===== src/rtl/mem_ctrl.sv =====
// Single-port byte-wide RAM controller arbitrating between instruction fetch and the MEM stage.
// Serializes 1/2/4-byte accesses into byte transfers and assembles little-endian load data.
module mem_ctrl (
  input  logic        clock,
  input  logic        reset,
  input  logic        if_req,
  input  logic [31:0] if_addr,
  output logic [31:0] if_inst,
  output logic        if_done,
  input  logic        mem_load,
  input  logic        mem_store,
  input  logic [31:0] mem_addr,
  input  logic [31:0] mem_write_data,
  input  logic [2:0]  mem_length,
  input  logic        mem_signed,
  output logic [31:0] mem_read_data,
  output logic        mem_done,
  output logic        stall_req_if,
  output logic        stall_req_mem,
  output logic [31:0] ram_addr,
  output logic        ram_wr,
  output logic [7:0]  ram_dout,
  input  logic [7:0]  ram_din,
  output logic [1:0]  fsm_state
);

  // Handshake: a requester holds its request (and operands) high until it sees its
  // one-cycle done pulse; the controller ignores requests during DONE, so the
  // requester may present the next request from the cycle after done.
  typedef enum logic [1:0] {
    IDLE  = 2'd0,
    READ  = 2'd1,
    WRITE = 2'd2,
    DONE  = 2'd3
  } state_t;

  state_t      state;
  logic [31:0] base;
  logic [31:0] wdata;
  logic [31:0] rbuf;
  logic [2:0]  len;
  logic [2:0]  cnt;
  logic [2:0]  cap;
  logic        owner_mem;
  logic        sgn;
  logic        rd_active;
  logic        cap_pending;
  logic [2:0]  req_len;
  logic [31:0] word_next;
  logic [31:0] load_ext;

  assign stall_req_if  = if_req & ~if_done;
  assign stall_req_mem = (mem_load | mem_store) & ~mem_done;
  assign fsm_state     = state;

  always_comb begin
    case (mem_length)
      3'd1:    req_len = 3'd1;
      3'd2:    req_len = 3'd2;
      default: req_len = 3'd4;
    endcase
  end

  // Word with the byte arriving this cycle merged in, plus its load extension.
  always_comb begin
    word_next = rbuf;
    word_next[{cap[1:0], 3'b000} +: 8] = ram_din;
    case (len)
      3'd1:    load_ext = {{24{sgn & word_next[7]}}, word_next[7:0]};
      3'd2:    load_ext = {{16{sgn & word_next[15]}}, word_next[15:0]};
      default: load_ext = word_next;
    endcase
  end

  always_ff @(posedge clock) begin
    if (reset) begin
      state         <= IDLE;
      base          <= 32'd0;
      wdata         <= 32'd0;
      rbuf          <= 32'd0;
      len           <= 3'd0;
      cnt           <= 3'd0;
      cap           <= 3'd0;
      owner_mem     <= 1'b0;
      sgn           <= 1'b0;
      rd_active     <= 1'b0;
      cap_pending   <= 1'b0;
      ram_addr      <= 32'd0;
      ram_wr        <= 1'b0;
      ram_dout      <= 8'd0;
      if_done       <= 1'b0;
      mem_done      <= 1'b0;
      if_inst       <= 32'd0;
      mem_read_data <= 32'd0;
    end else begin
      ram_wr   <= 1'b0;
      ram_addr <= 32'd0;
      ram_dout <= 8'd0;
      if_done  <= 1'b0;
      mem_done <= 1'b0;
      case (state)
        IDLE: begin
          cnt         <= 3'd1;
          cap         <= 3'd0;
          cap_pending <= 1'b0;
          rd_active   <= 1'b0;
          rbuf        <= 32'd0;
          if (mem_store) begin
            base      <= mem_addr;
            wdata     <= mem_write_data;
            len       <= req_len;
            owner_mem <= 1'b1;
            ram_wr    <= 1'b1;
            ram_addr  <= mem_addr;
            ram_dout  <= mem_write_data[7:0];
            state     <= WRITE;
          end else if (mem_load) begin
            base      <= mem_addr;
            len       <= req_len;
            sgn       <= mem_signed;
            owner_mem <= 1'b1;
            ram_addr  <= mem_addr;
            rd_active <= 1'b1;
            state     <= READ;
          end else if (if_req) begin
            base      <= if_addr;
            len       <= 3'd4;
            sgn       <= 1'b0;
            owner_mem <= 1'b0;
            ram_addr  <= if_addr;
            rd_active <= 1'b1;
            state     <= READ;
          end
        end
        READ: begin
          // ram_din lags the address by one cycle, so captures trail issues by one.
          cap_pending <= rd_active;
          if (cnt < len) begin
            ram_addr  <= base + {29'd0, cnt};
            cnt       <= cnt + 3'd1;
            rd_active <= 1'b1;
          end else begin
            rd_active <= 1'b0;
          end
          if (cap_pending) begin
            rbuf <= word_next;
            cap  <= cap + 3'd1;
            if (cap == len - 3'd1) begin
              if (owner_mem) begin
                mem_done      <= 1'b1;
                mem_read_data <= load_ext;
              end else begin
                if_done <= 1'b1;
                if_inst <= word_next;
              end
              state <= DONE;
            end
          end
        end
        WRITE: begin
          if (cnt < len) begin
            ram_wr   <= 1'b1;
            ram_addr <= base + {29'd0, cnt};
            ram_dout <= wdata[{cnt[1:0], 3'b000} +: 8];
            cnt      <= cnt + 3'd1;
          end else begin
            mem_done <= 1'b1;
            state    <= DONE;
          end
        end
        DONE: begin
          state <= IDLE;
        end
        default: state <= IDLE;
      endcase
    end
  end

endmodule


===== config.mk =====
export PLATFORM = sky130hd
export DESIGN_NAME = mem_ctrl
export DESIGN_NICKNAME = d
export VERILOG_FILES = /design/src/rtl/mem_ctrl.sv
export SDC_FILE = /design/constraint.sdc
export NUM_CORES = 1
export LEC_CHECK = 0
export BUFFER_PORTS_ARGS = -buffer_cell sky130_fd_sc_hd__buf_2
export CELL_PAD_IN_SITES_DETAIL_PLACEMENT = 0
export CELL_PAD_IN_SITES_GLOBAL_PLACEMENT = 1
export CORE_ASPECT_RATIO = 0.8
export CORE_MARGIN = 1
export CORE_UTILIZATION = 40
export CTS_CLUSTER_DIAMETER = 60
export DETAILED_ROUTE_END_ITERATION = 7
export PLACE_DENSITY = 0.91
export SLEW_MARGIN = 20
export SYNTH_ARGS = -nofsm -noshare
export SYNTH_HDL_FRONTEND = slang
export SYNTH_SLANG_ARGS = --single-unit
export TNS_END_PERCENT = 10

===== constraint.sdc =====
create_clock -name clock -period 2.92 [get_ports clock]
set_clock_uncertainty 0.15 [all_clocks]
set_input_delay 0.438 -clock clock [delete_from_list [all_inputs] [get_ports clock]]
set_output_delay 0.438 -clock clock [all_outputs]
set_load 0.01 [all_outputs]

* Word-level counts from Yosys, hierarchy flattened
Cells that the tools add are included.
** Cells by class
- Multiplexer cells :: 48
- Bitwise logic cells :: 12
- Add/subtract/negate cells :: 5
- Shift-type cells :: 3
- Order comparisons :: 1
- Eq/ne operators :: 13
- Reduce and logical (&&, ||, !) cells :: 15
** Operator list (count)
- two-way mux 32 bit :: 8
- one-hot mux 32 bit (2 select lines) :: 3
- adder 32 x 3 -> 32 bit :: 1
- bitwise mux 32 bit :: 1
- variable shift 8 x 7 -> 32 bit (first input constant) :: 1
- indexed part select 32 x 6 -> 8 bit :: 1
- indexed part select 8 x 7 -> 32 bit :: 1
- one-hot mux 3 bit (2 select lines) :: 3
- two-way mux 8 bit :: 2
- one-hot mux 8 bit (2 select lines) :: 1
- two-way mux 3 bit :: 5
- two-way mux 1 bit :: 14
- two-way mux 2 bit :: 6
- AND reduction 4 bit :: 3
- one-hot mux 1 bit (2 select lines) :: 4
- one-hot mux 2 bit (4 select lines) :: 1
- AND reduction 2 bit :: 4
- negator 5 -> 7 bit :: 1
- NOT 1 bit :: 7
- adder 3 x 1 -> 3 bit (second input constant) :: 2
- == test 3 x 1 -> 1 bit (second input constant) :: 2
- == test 3 x 2 -> 1 bit (second input constant) :: 2
- != test 2 bit (second input constant) :: 3
- nonzero test 2 bit :: 3
- 14 further kinds :: 18
** Word-level totals
- Output and inout bits :: 111
- Input port bits :: 113
- Bits in registers :: 218
- Word-level logic and storage cells :: 115

* Logic depth before layout (Yosys ltp)
Gate-level depths: netlist (run 1).
- Word-level depth :: 5
- Depth in mapped cells :: 11
- Mapped depth without buffers :: 8

* Least setup slack after synthesis (run 1)
No wires, ideal clock.
- Kind :: flip-flop to flip-flop
- From :: reg cnt[1]
- To :: reg ram_addr[26]
- Period minus slack after synthesis :: 2.481 ns
- Arrival time :: 2.198 ns
- Cell stages (with the launch flop) :: 9
- Setup slack :: 0.439 ns
- Required time :: 2.636 ns
- Path buffers :: 1
- Library setup time :: 0.134 ns
- Path through :: dfxtp_1 > clkbuf_1 > inv_1 > fa_1 > nor2b_1 > o2111ai_1 > nor4_1 > xnor2_1 > o22ai_1
** Between the ends
- Longest elaborated chain between the ends :: 3
- Elaborated cells between the ends (all ways) :: 4
- Those cells by class :: add/sub: 1; order compare: 1; mux: 2
** RTL lines
- start, declared :: RTL line 42 : logic [2:0] cnt;
- start signal, assigned :: RTL line 140 : cnt <= cnt + 3'd1;
- start signal, assigned :: RTL line 165 : cnt <= cnt + 3'd1;
- adder 32 x 3 -> 32 bit / less-than comparator 3 bit (equally long branches)
- two-way mux 32 bit (*) :: RTL line 138, 161
- one-hot mux 32 bit (2 select lines) (*) :: RTL line 101 : case (state)
- end signal, assigned :: RTL line 114 : ram_addr <= mem_addr;
- end signal, assigned :: RTL line 139 : ram_addr <= base + {29'd0, cnt};
- end signal, assigned :: RTL line 163 : ram_addr <= base + {29'd0, cnt};
- end, declared :: RTL line 20 : output logic [31:0] ram_addr,
Every way passes the cells marked *; elsewhere a longest branch is shown, timed or not.
A chain may end at the register's enable or synchronous reset.

* Worst setup path after layout (run 1)
- From :: reg base[0]
- To :: reg ram_addr[26]
** Between the ends
- Longest elaborated chain between the ends :: 3
** RTL lines
- start, declared :: RTL line 38 : logic [31:0] base;
- start signal, assigned :: RTL line 109 : base <= mem_addr;
- start signal, assigned :: RTL line 118 : base <= mem_addr;
- start signal, assigned :: RTL line 126 : base <= if_addr;
- adder 32 x 3 -> 32 bit :: RTL line 139, 163
- two-way mux 32 bit :: RTL line 138, 161
- one-hot mux 32 bit (2 select lines) :: RTL line 101
Every way passes these cells.

==> run summary, run 1 <==
The fraction of the cycle the final worst path needs works out to 0.859. The tool flagged a number of max-cap violations equal to 0. Fraction of layout cells with a size suffix above 1: 0.235. The initial standard-cell utilization of the core is 0.407, and the relative slew slack is 0.407. The fraction of post-synthesis cell area in the top cell type by area was 0.458; the aggregate negative setup slack was 0 ns. The share of power burned in combinational logic came out at 0.275. The final wirelength was 26800 um.

The cell sitting at the root of the clock tree is a clkbuf_16. For the worst setup path, the data required time is 3.15 ns. From left edge to right edge, the die measures 175 um. The sequential group share of total power is 0.399, and the count of endpoints failing hold in the final timing report is 0.

The most instantiated flip-flop cell in the synthesis netlist is dfxtp_1. Synthesis produced a netlist whose cell count is 1125. Aggregate global routing overflow: 0. Setup violations remaining at the end of the flow were counted as 0. The commonest cells after synthesis are 218 x dfxtp_1, 157 x nand2_1, 149 x nor2_1. The later pin in the worst-skew pair is clocked with a latency of 0.51 ns. The total via count after detailed routing is 8683, and the post-detailed-route via-to-cell ratio is 5.26. The number of placed instances, taps included, is 1609.

The count of placed standard cells in the final layout, fillers left out was 1651. STA classifies the critical path startpoint as a flip-flop. By area the synthesized netlist is led by dfxtp_1 46%, nand2_1 6.2%, a21oi_1 5.9%. The total buffers and inverters traversed by the critical path came out at 1. During synthesis, Yosys emitted a total of 0 warnings. The run finished with clean final reports.

Before CTS, the worst setup slack after placement is 0.240 ns. The standby leakage power came out at 0.00456 uW. For the pin with the worst max-slew slack, the measured transition is 0.889 ns. Delay of the slowest cell on the worst path: 0.41 ns. The setup path with the least slack is of type flip-flop to flip-flop. The number of different library cells used by synthesis comes to 58. The tools report the number of fill cells in the layout as 2253.

Initial antenna violation count: 1. Based on the critical path, the design can be clocked at up to 399 MHz. The logs give 50 for the site row count and 1 for the count of H-tree levels built during CTS. The maximum fanout count along the critical path works out to 7.

Among all stages on the critical path, the largest delay is contributed by fa_1. The post-detailed-route wirelength per cell is 16.3 um, and the total number of nets in the final design is 1455. HPWL after detailed placement: 18600 um. The switching fraction of total power was 0.336; the number of buffers created by CTS was 23.

The tightest min-delay check is of the input pin to flip-flop type. The share of synthesized flip-flops with an asynchronous set or reset is 0, and the part of the total power dissipated in the clock network is 0.326. The critical path goes through ha_1 -> inv_1 -> fa_1 -> nor2b_1 -> o2111ai_1 -> nor4_1 -> xnor2_1 -> o22ai_1. The number of placed I/O pins is 224, and the number of pins exceeding their max-slew limit in the final report is 0.

Final RePlAce weighted congestion: 0.863. The count of nets left with antenna violations once routing finished came out at 0. For the net switching power figure, the log shows 3010 uW.

The tools report the mapped cell area as 9530 um2. The worst path in the final design needs a cycle of 2.51 ns, including I/O delays and setup. The first global-routing pass estimated 41800 um of wire. Yosys mapped a number of flops with a built-in enable equal to 0.

Global-route usage over all layers: 0.209. The largest total area in the synthesized netlist belongs to dfxtp_1. The detailed router finished its first iteration with 679 violations.

The cell-internal power was 5960 uW. Setup repair after global routing left no endpoint under its margin. Hold repair after CTS inserted 0 buffers. The die is 140 um tall. The final cell utilization of the core is 0.500.

At the worst endpoint, the arrival time is 2.74 ns. The run gives 1258 as the number of nets in the synthesized netlist. Relative to the synthesized area, the layout overhead comes to 22.8%. The largest buffer count on any clock path was 3; the post-cts resize count was 0.

Dividing the synthesized area by the synthesized cell count gives 8.47 um2. After detailed routing, the number of remaining DRC violations is 0. The tree built by TritonCTS fans out to 218 sinks. Number of port buffers: 223.

IR analysis of the VDD net gives a maximum drop of 0.000527 V. The ratio of total power to cell area works out to 766 nW/um2. The cell family contributing the most delay on the critical path was simple AND/OR/NAND/NOR gates.

Yosys instantiated no cell more often than dfxtp_1. After synthesis the netlist holds a flip-flop and latch count of 218. The via count of the first global-routing pass was 7722.

The first TritonRoute pass finished after 5 iterations. The floorplan step defined a core boundary enclosing 23400 um2. The tools report the largest net degree at the start of global routing as 152.

TritonCTS built the clock tree. The run gives 0.413 ns as the minimum setup slack in the final design. Type of destination of the critical path: a flip-flop. The run gives 0.458 as the sequential area share after synthesis.

The number of buffers inserted to repair setup after CTS came out at 0. After clock tree synthesis, the clock-pin slew on the worst setup and hold paths is 0.07 ns. The die covers 24500 um2.
[placed cells by master, fill, tap and decap left out, types with 15 or more instances in the layout]
master | netlist | routed
xnor2_1 | 25 | 25
dfxtp_1 | 218 | 218
o22ai_1 | 20 | 20
buf_4 | 1 | 23
o21ai_0 | 41 | 41
nand3_1 | 26 | 26
a22oi_1 | 47 | 47
ha_1 | 19 | 19
nor2_1 | 149 | 147
nor3_1 | 15 | 15
mux2i_1 | 26 | 26
a211oi_1 | 36 | 36
clkbuf_16 | 0 | 23
inv_1 | 42 | 42
buf_2 | 9 | 222
nand2_1 | 157 | 157
a21oi_1 | 112 | 111
[sequential cells by signal, indices dropped and copies added, names as in the netlist, 8 cells and up]
| signal | flops |
|---|---|
| wdata | 32 |
| rbuf | 32 |
| if_inst | 32 |
| ram_dout | 8 |
| ram_addr | 32 |
| base | 32 |
| mem_read_data | 32 |
[stage by stage]
| step | hold WS (ns) | cell area (um2) | power (uW) |
|---|---|---|---|
| floorplan | 0.283 | 9530 | 5230 |
| global placement | 0.290 | 10900 | 6040 |
| detailed placement | 0.294 | 10900 | 6100 |
| CTS | 0.00536 | 11700 | 9030 |
| global route | 0.0164 | 11700 | 9440 |
| finish | 0.0189 | 11700 | 8970 |
[worst register-to-register path, stage by stage, from the launching register on]
cell,delay [ns]
dfxtp_1,0.34
ha_1,0.17
inv_1,0.06
fa_1,0.41
nor2b_1,0.24
o2111ai_1,0.36
nor4_1,0.40
xnor2_1,0.17
o22ai_1,0.09
[path summary, 6_finish.rpt]
kind	slack (ns)	end	depth (start not counted)	startpoint
max	0.41	ram_addr[26]$_SDFF_PP0_	8	base[0]$_SDFFE_PP0P_
min	0.02	wdata[22]$_SDFFE_PP0P_	3	mem_write_data[22]
max reg2reg	0.41	ram_addr[26]$_SDFF_PP0_	8	base[0]$_SDFFE_PP0P_
min reg2reg	0.30	wdata[11]$_SDFFE_PP0P_	2	wdata[11]$_SDFFE_PP0P_
[power by group through the flow]
stage	Sequential [uW]	Clock, uW	Combinational [uW]
finish	3580	2930	2470
CTS	3580	2990	2470
floorplan	3650	0	1570
detailed placement	3640	0	2460
global route	3620	3100	2730
global placement	3630	0	2410
[cell families after synthesis]
family          synth area share
compound gates             0.199
xor+xnor                  0.0281
buf+inv                   0.0512
flops                      0.458
fa+ha+maj                 0.0270
mux                       0.0474
simple gates               0.190
[final cells by class]
type / instances / area, um2 / area share
multi-input cells: 789 / 4700 / 0.402
flip-flops and latches: 218 / 4360 / 0.373
clock buffers: 32 / 649 / 0.0555
clock inverters: 9 / 106 / 0.00908
repair buffers: 248 / 1340 / 0.114
well taps: 312 / 390 / 0.0333
inverters: 42 / 158 / 0.0135
diodes: 1 / 2.50 / 0.000214
[metal layers]
layer,vias to the layer above,share of wire,GRT usage
li1,4325,-,-
met1,4062,0.50,0.317
met2,264,0.43,0.307
met3,32,0.060,0.0364
met4,0,0.017,0.0458
met5,-,0,0
Note: power is estimated with default switching activity, not from simulation.
==> inputs of run 2 (changes only) <==
- GPL_TIMING_DRIVEN: unset -> 0
- TNS_END_PERCENT: 10 -> 30
==> run 2 against run 1 <==
  * Fmax shrank 10%
  * Hold slack lost 0.0019 ns
  * Routed wire length grew 8.6%
  * Critical path type unchanged
  * Largest power group unchanged
==> run summary, run 2 (synthesized netlist as in run 1, its figures left out) <==
The largest buffer count on any clock path came out at 3 (unchanged). The top cell types in the final layout, fill and taps aside, are 231 x buf_2, 218 x dfxtp_1, 157 x nand2_1, 147 x nor2_1, 112 x a21oi_1. The number of fill cells in the layout was 2298 (+2.0%); the total buffers and inverters traversed by the critical path was 4 (+3). The post-detailed-route via-to-cell ratio is 5.31 (+0.98%).

The standby leakage power came out at 0.00469 uW (+2.8%). The cell with the largest stage delay on the worst path is ha_1. The full die area was 24500 um2 (unchanged).

Walking the worst path, the cells encountered are buf_2 -> inv_1 -> ha_1 -> nor2_1 -> a41oi_2 -> o21a_1 -> buf_6 -> o31a_4 -> buf_6 -> a211oi_2. For the cell area after placement, the log shows 11000 um2 (+0.85%). Count of endpoints failing hold in the final timing report: 0 (unchanged). For the number of remaining DRC errors, the log shows 0 (unchanged).

The clock-pin slew of the registers on the worst-case setup and hold paths was 0.06 ns (about the same); the maximum achievable frequency was 359 MHz (-10%). The endpoint identified for the worst register-to-register timing path is mem_read_data[23]$_SDFFE_PP0P_. The number of buffers created by CTS was 24 (+4.3%); the minimum setup slack in the final design was 0.134 ns (-0.279 ns). Most common cell after layout, fill and taps aside: buf_2. Final cell utilization of the core: 0.514 (+0.0137). The fraction of the cycle the final worst path needs came out at 0.954 (+0.0957). Count of H-tree levels built during CTS: 1 (unchanged).

The master cell of the clock root buffer was clkbuf_16. Sequential group share of total power: 0.376 (-0.023). The final RePlAce weighted congestion is 0.849 (-1.6%). The via count of the first global-routing pass is 8216 (+6.4%), and the ratio of total power to cell area is 793 nW/um2 (+3.5%). The pre-CTS setup slack is -0.313 ns (-0.554 ns).

For the total via count after detailed routing, the log shows 9060 (+4.3%). The cell family contributing the most delay on the critical path is compound AO/OA/AOI/OAI gates. For the part of the total power dissipated in the clock network, the log shows 0.355 (+0.029). Logic depth of the worst setup path including buffers: 10 (+2).

Cell with the most instances on the worst path: buf_6. Number of port buffers: 222 (-0.45%). The fraction of layout cells with a size suffix above 1 is 0.226 (-0.00871). The startpoint type of the worst setup path is a flip-flop. The global-route usage over all layers came out at 0.232 (+0.0231).

The shortest clock period the worst path allows after layout was 2.79 ns (+0.279 ns); the slack of the worst reg-to-reg path was 0.13 ns (-0.28 ns). The die width is 175 um (unchanged). The tools report the type of destination of the critical path as a flip-flop.

The tools report the largest net degree at the start of global routing as 14 (-91%). First element of the critical path: cap[0]$_SDFFE_PP0P_. Switching fraction of total power: 0.335 (-0.00130). Final setup violation count: 0 (unchanged). The signed area change from the synthesized netlist to the final layout is 26.2%, and the number of max-capacitance violations reported is 0 (unchanged).

The maximum fanout count along the critical path works out to 10 (+3). Number of nets still failing antenna checks after routing: 0 (unchanged). Relative slew slack: 0.412 (+0.00471).

Number of pins exceeding their max-slew limit in the final report: 0 (unchanged). The tools report the cell-internal power as 6350 uW (+6.6%). The count of placed standard cells in the final layout, fillers left out came out at 1706 (+3.3%). The transition time at the pin with the least slew margin came out at 0.880 ns (-0.00888 ns). The classification of the worst setup path was flip-flop to flip-flop.

The tools report the peak supply drop as 0.000411 V (-22%). TritonCTS built the clock tree. The initial standard-cell utilization of the core is 0.407 (unchanged), and the initial antenna violation count is 0 (-1). The tools report the core box area as 23400 um2 (unchanged). The arrival time reported for the critical path endpoint was 3.00 ns (+0.26 ns).

Worst min-delay path class: input pin to flip-flop. The post-detailed-route wirelength per cell came out at 17.1 um (+5.1%). The logs give 3190 uW (+6.0%) for the net switching power figure and 752 (+11%) for the starting DRC count in detailed routing. The instance count after placement with tap cells included came out at 1659 (+3.1%).

For the post-route cell area, the log shows 12000 um2 (+2.7%). The worst register-to-register path begins at cap[0]$_SDFFE_PP0P_. The number of detailed-route iterations in the first pass came out at 5 (unchanged). The number of placed I/O pins came out at 224 (unchanged). HPWL after detailed placement: 21300 um (+15%). The delay of the slowest cell on the worst path was 0.42 ns (about the same); the number of sinks on the clock net was 218 (unchanged). Setup repair after global routing left no endpoint under its margin.

The insertion delay to the later sink of the worst-skew pair came out at 0.52 ns (about the same). The flow ran to the end, and the final reports show no timing, DRC or antenna violations. Following the worst setup path forward leads to its endpoint at mem_read_data[23]$_SDFFE_PP0P_.

The floorplan die height is 140 um (unchanged). The total number of nets in the final design came out at 1510 (+3.8%). The number of cell instances on the worst register-to-register path is 10 (+2), and the final wirelength is 29100 um (+8.6%).

The run gives 50 (unchanged) as the site row count. The worst endpoint required time is 3.13 ns (-0.02 ns), and the number of antenna cells inserted is 0 (-1). The share of power burned in combinational logic came out at 0.269 (-0.006). Aggregate negative setup slack: 0 ns (unchanged). Aggregate global routing overflow: 0 (unchanged). The run gives 45500 um (+8.8%) as the first-pass GRT wire length.
==> run 2: area by class of cell <==
type	count	area, um2	share of cell area
multi-input cells	789	4730	0.393
well taps	312	390	0.0325
repair buffers	226	1150	0.0953
clock inverters	8	151	0.0126
clock buffers	35	753	0.0626
plain buffers	76	338	0.0281
inverters	42	158	0.0131
flip-flops and latches	218	4360	0.363
==> run 2: what timing repair did <==
| item | 4_1_cts | 5_1_grt |
|---|---|---|
| endpoints found under the setup margin | 35 | 47 |
| hold buffers | 2 | 0 |
| pin swaps | 0 | 1 |
| endpoints found under the hold margin | 2 | 0 |
| resized for setup | 5 | 10 |
| buffers inserted | 0 | 2 |
==> run 2: layer usage <==
metal  GRT usage  up-vias  wire, um
met5           0        -         0
met4      0.0403        0       385
met3      0.0385       31      2050
met2       0.353      322     12400
met1       0.347     4274     14300
li1            -     4433         -
==> run 2: stage by stage <==
step	hold slack, ns	total power [uW]
finish	0.0170	9540
global route	0.0103	10000
CTS	0.000731	9520
detailed placement	0.293	6110
global placement	0.289	6070
floorplan	0.283	5230
==> run 2: how the worst min path moves through the flow <==
stage,slack (ns),end,start,cells after the start
CTS,0.0007,wdata[30]$_SDFFE_PP0P_,mem_write_data[30],3
global route,0.01,wdata[27]$_SDFFE_PP0P_,mem_write_data[27],3
detailed placement,0.29,wdata[21]$_SDFFE_PP0P_,wdata[21]$_SDFFE_PP0P_,2
floorplan,0.28,wdata[16]$_SDFFE_PP0P_,wdata[16]$_SDFFE_PP0P_,2
finish,0.02,wdata[30]$_SDFFE_PP0P_,mem_write_data[30],3
global placement,0.29,wdata[7]$_SDFFE_PP0P_,wdata[7]$_SDFFE_PP0P_,2
==> run 2: worst min-delay path, cell delays in order <==
cell and delay, ns:
buf_2 0.10, nand2_1 0.05, a21oi_1 0.05
==> run 2: power groups by stage <==
stage                     Sequential, uW  Combinational (uW)  Clock (uW)
after global routing                3630                2820        3550
after CTS                           3580                2510        3430
after global placement              3630                2440           0
after detailed placement            3640                2470           0
after floorplan                     3650                1570           0
final                               3590                2560        3390
==> inputs of run 3 (changes only) <==
- ABC_AREA: unset -> 1
- CORE_UTILIZATION: 40 -> 39
- HOLD_SLACK_MARGIN: unset -> 0.03
- PLACE_DENSITY: 0.91 -> 0.92
- SLEW_MARGIN: 20 -> unset
==> run 3 against run 2 <==
  * Final area up 7.1%
  * Routed wire length is 23% higher
  * Die area grew 12%
  * Global-route usage grew 2.2 points
  * Count of clock-buffer cells in the layout increased by 1
  * Via count rose by 22%
  * Critical path type unchanged
==> run summary, run 3 <==
The run finished with clean final reports. The logs give 53 (+6.0%) for the site row count and 9785 (+19%) for the via count of the first global-routing pass. The final wirelength is 35700 um (+23%). The average instance area after synthesis is 6.80 um2 (-20%), and the fraction of post-synthesis cell area in the top cell type by area is 0.418 (-0.0399).

The sequential area share after synthesis was 0.418 (-0.0399). Classification of the worst setup path: flip-flop to flip-flop. The worst hold margin is 0.0438 ns (+0.0267 ns), and the number of register bits inferred by synthesis is 218 (unchanged).

For the HPWL after detailed placement, the log shows 27400 um (+29%). The run gives 1 (unchanged) as the count of H-tree levels built during CTS. Compared with the post-synthesis result, the final layout area differs by 23.4%.

For the cell count after synthesis, the log shows 1535 (+36%). The standby leakage power was 0.00560 uW (+19%). The number of sinks on the clock net was 218 (unchanged). TritonCTS built the clock tree. The die width is 185 um (+5.9%), and the number of max-capacitance violations reported is 0 (unchanged).

The fraction of layout cells with a size suffix above 1 is 0.181 (-0.0451), and the largest net degree at the start of global routing is 19 (+5). The floorplan die height was 148 um (+5.9%); the pre-CTS setup slack was -0.127 ns (+0.186 ns). Transition time at the pin with the least slew margin: 0.724 ns (-0.156 ns). Number of buffers created by CTS: 24 (unchanged). The logs give 27400 um2 (+12%) for the full die area and 1924 (+27%) for the total number of nets in the final design. The fraction of the cycle the final worst path needs is 0.930 (-0.0245), and the first-pass GRT wire length is 54000 um (+19%).

The logs give 0.205 ns (+0.0714 ns) for the minimum setup slack in the final design and 1668 (+33%) for the number of nets in the synthesized netlist. The tools report the type of destination of the critical path as a flip-flop. By instance count, the leading cell after synthesis is nand2_1.

The instance count after placement with tap cells included was 2113 (+27%); the number of port buffers was 221 (-0.45%). For the number of detailed-route iterations in the first pass, the log shows 8 (+3). The worst min-delay path class was input pin to flip-flop.

The tools report the initial antenna violation count as 0 (unchanged). The number of flops mapped to enable cells by yosys was 0 (unchanged). The post-detailed-route via-to-cell ratio was 5.10 (-3.9%). Setup repair after global routing left no endpoint under its margin. The logs give 0.945 (+11%) for the final RePlAce weighted congestion and 0 (unchanged) for the aggregate global routing overflow. The library cell used most frequently in the layout, excluding fill and tap cells, is nand2_1. The ratio of total power to cell area is 722 nW/um2 (-9.0%), and the number of distinct library cell variants in the gate-level netlist after synthesis is 38 (-34%). The arrival time reported for the critical path endpoint is 3.01 ns (about the same). The worst setup path is launched from a flip-flop. The master cell of the clock root buffer is clkbuf_16.

The shortest clock period the worst path allows after layout came out at 2.71 ns (-0.0714 ns). The share of synthesized flip-flops with an asynchronous set or reset was 0 (unchanged). The maximum achievable frequency came out at 368 MHz (+2.6%). The biggest area contributor in the post-synthesis netlist is dfxtp_1.

The relative slew slack came out at 0.517 (+0.105). The peak supply drop is 0.000486 V (+18%). Number of pins exceeding their max-slew limit in the final report: 0 (unchanged). The number of buffers inserted to repair setup after CTS is 0 (unchanged), and the worst endpoint required time is 3.22 ns (+0.09 ns). Global-route usage over all layers: 0.254 (+0.0216). The run gives 9300 uW (-2.5%) as the power consumption. The tools report the mapped cell area as 10400 um2 (+9.5%). The logs give 224 (unchanged) for the number of placed I/O pins and 0.398 (-0.00978) for the initial standard-cell utilization of the core. Aggregate negative setup slack: 0 ns (unchanged).

In the post-synthesis netlist, the biggest area contributors are dfxtp_1 42%, nand2_1 15%, a21oi_1 9.8%. Core box area: 26300 um2 (+12%). The library cells used most frequently in the layout, excluding fill and tap cells, are 426 x nand2_1, 252 x buf_2, 218 x dfxtp_1, 205 x a21oi_1, 163 x nor2_1. Starting DRC count in detailed routing: 932 (+24%).

Largest buffer count on any clock path: 3 (unchanged). The most instantiated flip-flop cell in the synthesis netlist is dfxtp_1. The total via count after detailed routing came out at 11044 (+22%). The warning count from the yosys run came out at 0 (unchanged). Count of endpoints failing hold in the final timing report: 0 (unchanged).

The commonest cells after synthesis are 426 x nand2_1, 218 x dfxtp_1, 205 x a21oi_1. The number of antenna cells inserted is 0 (unchanged), and the final setup violation count is 0 (unchanged). The maximum fanout count along the critical path is 9 (-1), and the count of placed standard cells in the final layout, fillers left out is 2165 (+27%). The clock-pin slew of the registers on the worst-case setup and hold paths was 0.06 ns (about the same); the post-detailed-route wirelength per cell was 16.5 um (-3.4%).

Insertion delay to the later sink of the worst-skew pair: 0.52 ns (about the same). Number of nets still failing antenna checks after routing: 0 (unchanged). The run gives 0 (unchanged) as the number of remaining DRC errors.
## run 3: cell types whose count changed after synthesis, moves of 12 or more
cell / delta
nand2_1: +269
a21oi_1: +93
inv_1: +87
nand3_1: +79
a22oi_1: -47
a211oi_1: -36
mux2i_1: -26
o21ai_0: +25
a31oi_1: +23
buf_2: +23
xnor2_1: -21
nor2_1: +14
nor2b_1: -13
nor3_1: -12
## run 3: per-stage QoR
stage / cell area (um2) / utilization
2_1_floorplan: 10400 / -
5_1_grt: 12900 / 0.491
6_report: 12900 / 0.491
4_1_cts: 12900 / 0.491
3_5_place_dp: 12000 / 0.457
3_3_place_gp: 12000 / 0.457
## run 3: critical path, stage by stage, from the launching register on
cell and delay [ns]:
dfxtp_1 0.59, ha_1 0.26, inv_1 0.06, fa_1 0.42, inv_1 0.08, nand3_1 0.06, nand2_1 0.17, nand2_1 0.16
nor2_1 0.32, or2_2 0.18, nand3_1 0.07, a21oi_1 0.13
## run 3: final cells by class
| type | count | area (um2) |
|---|---|---|
| fillers | 2761 | 13400 |
| multi-input cells | 1093 | 5150 |
| flip-flops and latches | 218 | 4360 |
| repair buffers | 231 | 1210 |
| clock buffers | 36 | 727 |
| inverters | 137 | 514 |
| well taps | 357 | 447 |
| plain buffers | 86 | 414 |
| clock inverters | 7 | 66.3 |
## run 3: power by group
group / leakage (uW) / internal, uW / total [uW] / switching, uW
clock: 0.000391 / 1800 / 3050 / 1250
combinational: 0.00343 / 787 / 2640 / 1850
sequential: 0.00178 / 3340 / 3610 / 268
## run 3: path summary, 6_finish.rpt
path | start | slack, ns | to | cells after the start
worst max-delay path | cnt[0]$_SDFFE_PP0P_ | 0.21 | ram_addr[14]$_SDFF_PP0_ | 11
worst max register to register | cnt[0]$_SDFFE_PP0P_ | 0.21 | ram_addr[14]$_SDFF_PP0_ | 11
worst min register to register | wdata[9]$_SDFFE_PP0P_ | 0.30 | wdata[9]$_SDFFE_PP0P_ | 2
worst min-delay path | mem_write_data[31] | 0.04 | wdata[31]$_SDFFE_PP0P_ | 3
## run 3: metal layers
metal  up-vias  global-route usage  share of wire
li1       5478                   -              -
met2       446               0.360           0.40
met4         0              0.0719          0.027
met5         -                   0              0
met3        66              0.0575          0.094
met1      5054               0.379           0.48
## run 3: kinds of logic (layout without fill, tap and decap cells)
family | count (synthesis) | in the layout | synth area share
AND/OR/NAND/NOR | 724 | 724 | 0.286
AO/OA/AOI/OAI | 339 | 339 | 0.174
buffers and inverters | 224 | 497 | 0.0890
flip-flops | 218 | 218 | 0.418
adder cells (fa/ha/maj) | 20 | 20 | 0.0247
XOR/XNOR | 10 | 10 | 0.00839
## run 3: repair_timing
action	in CTS	in global routing
setup endpoints to repair	3	2
hold buffers	10	0
endpoints found under the hold margin	10	0
resized for setup	0	1
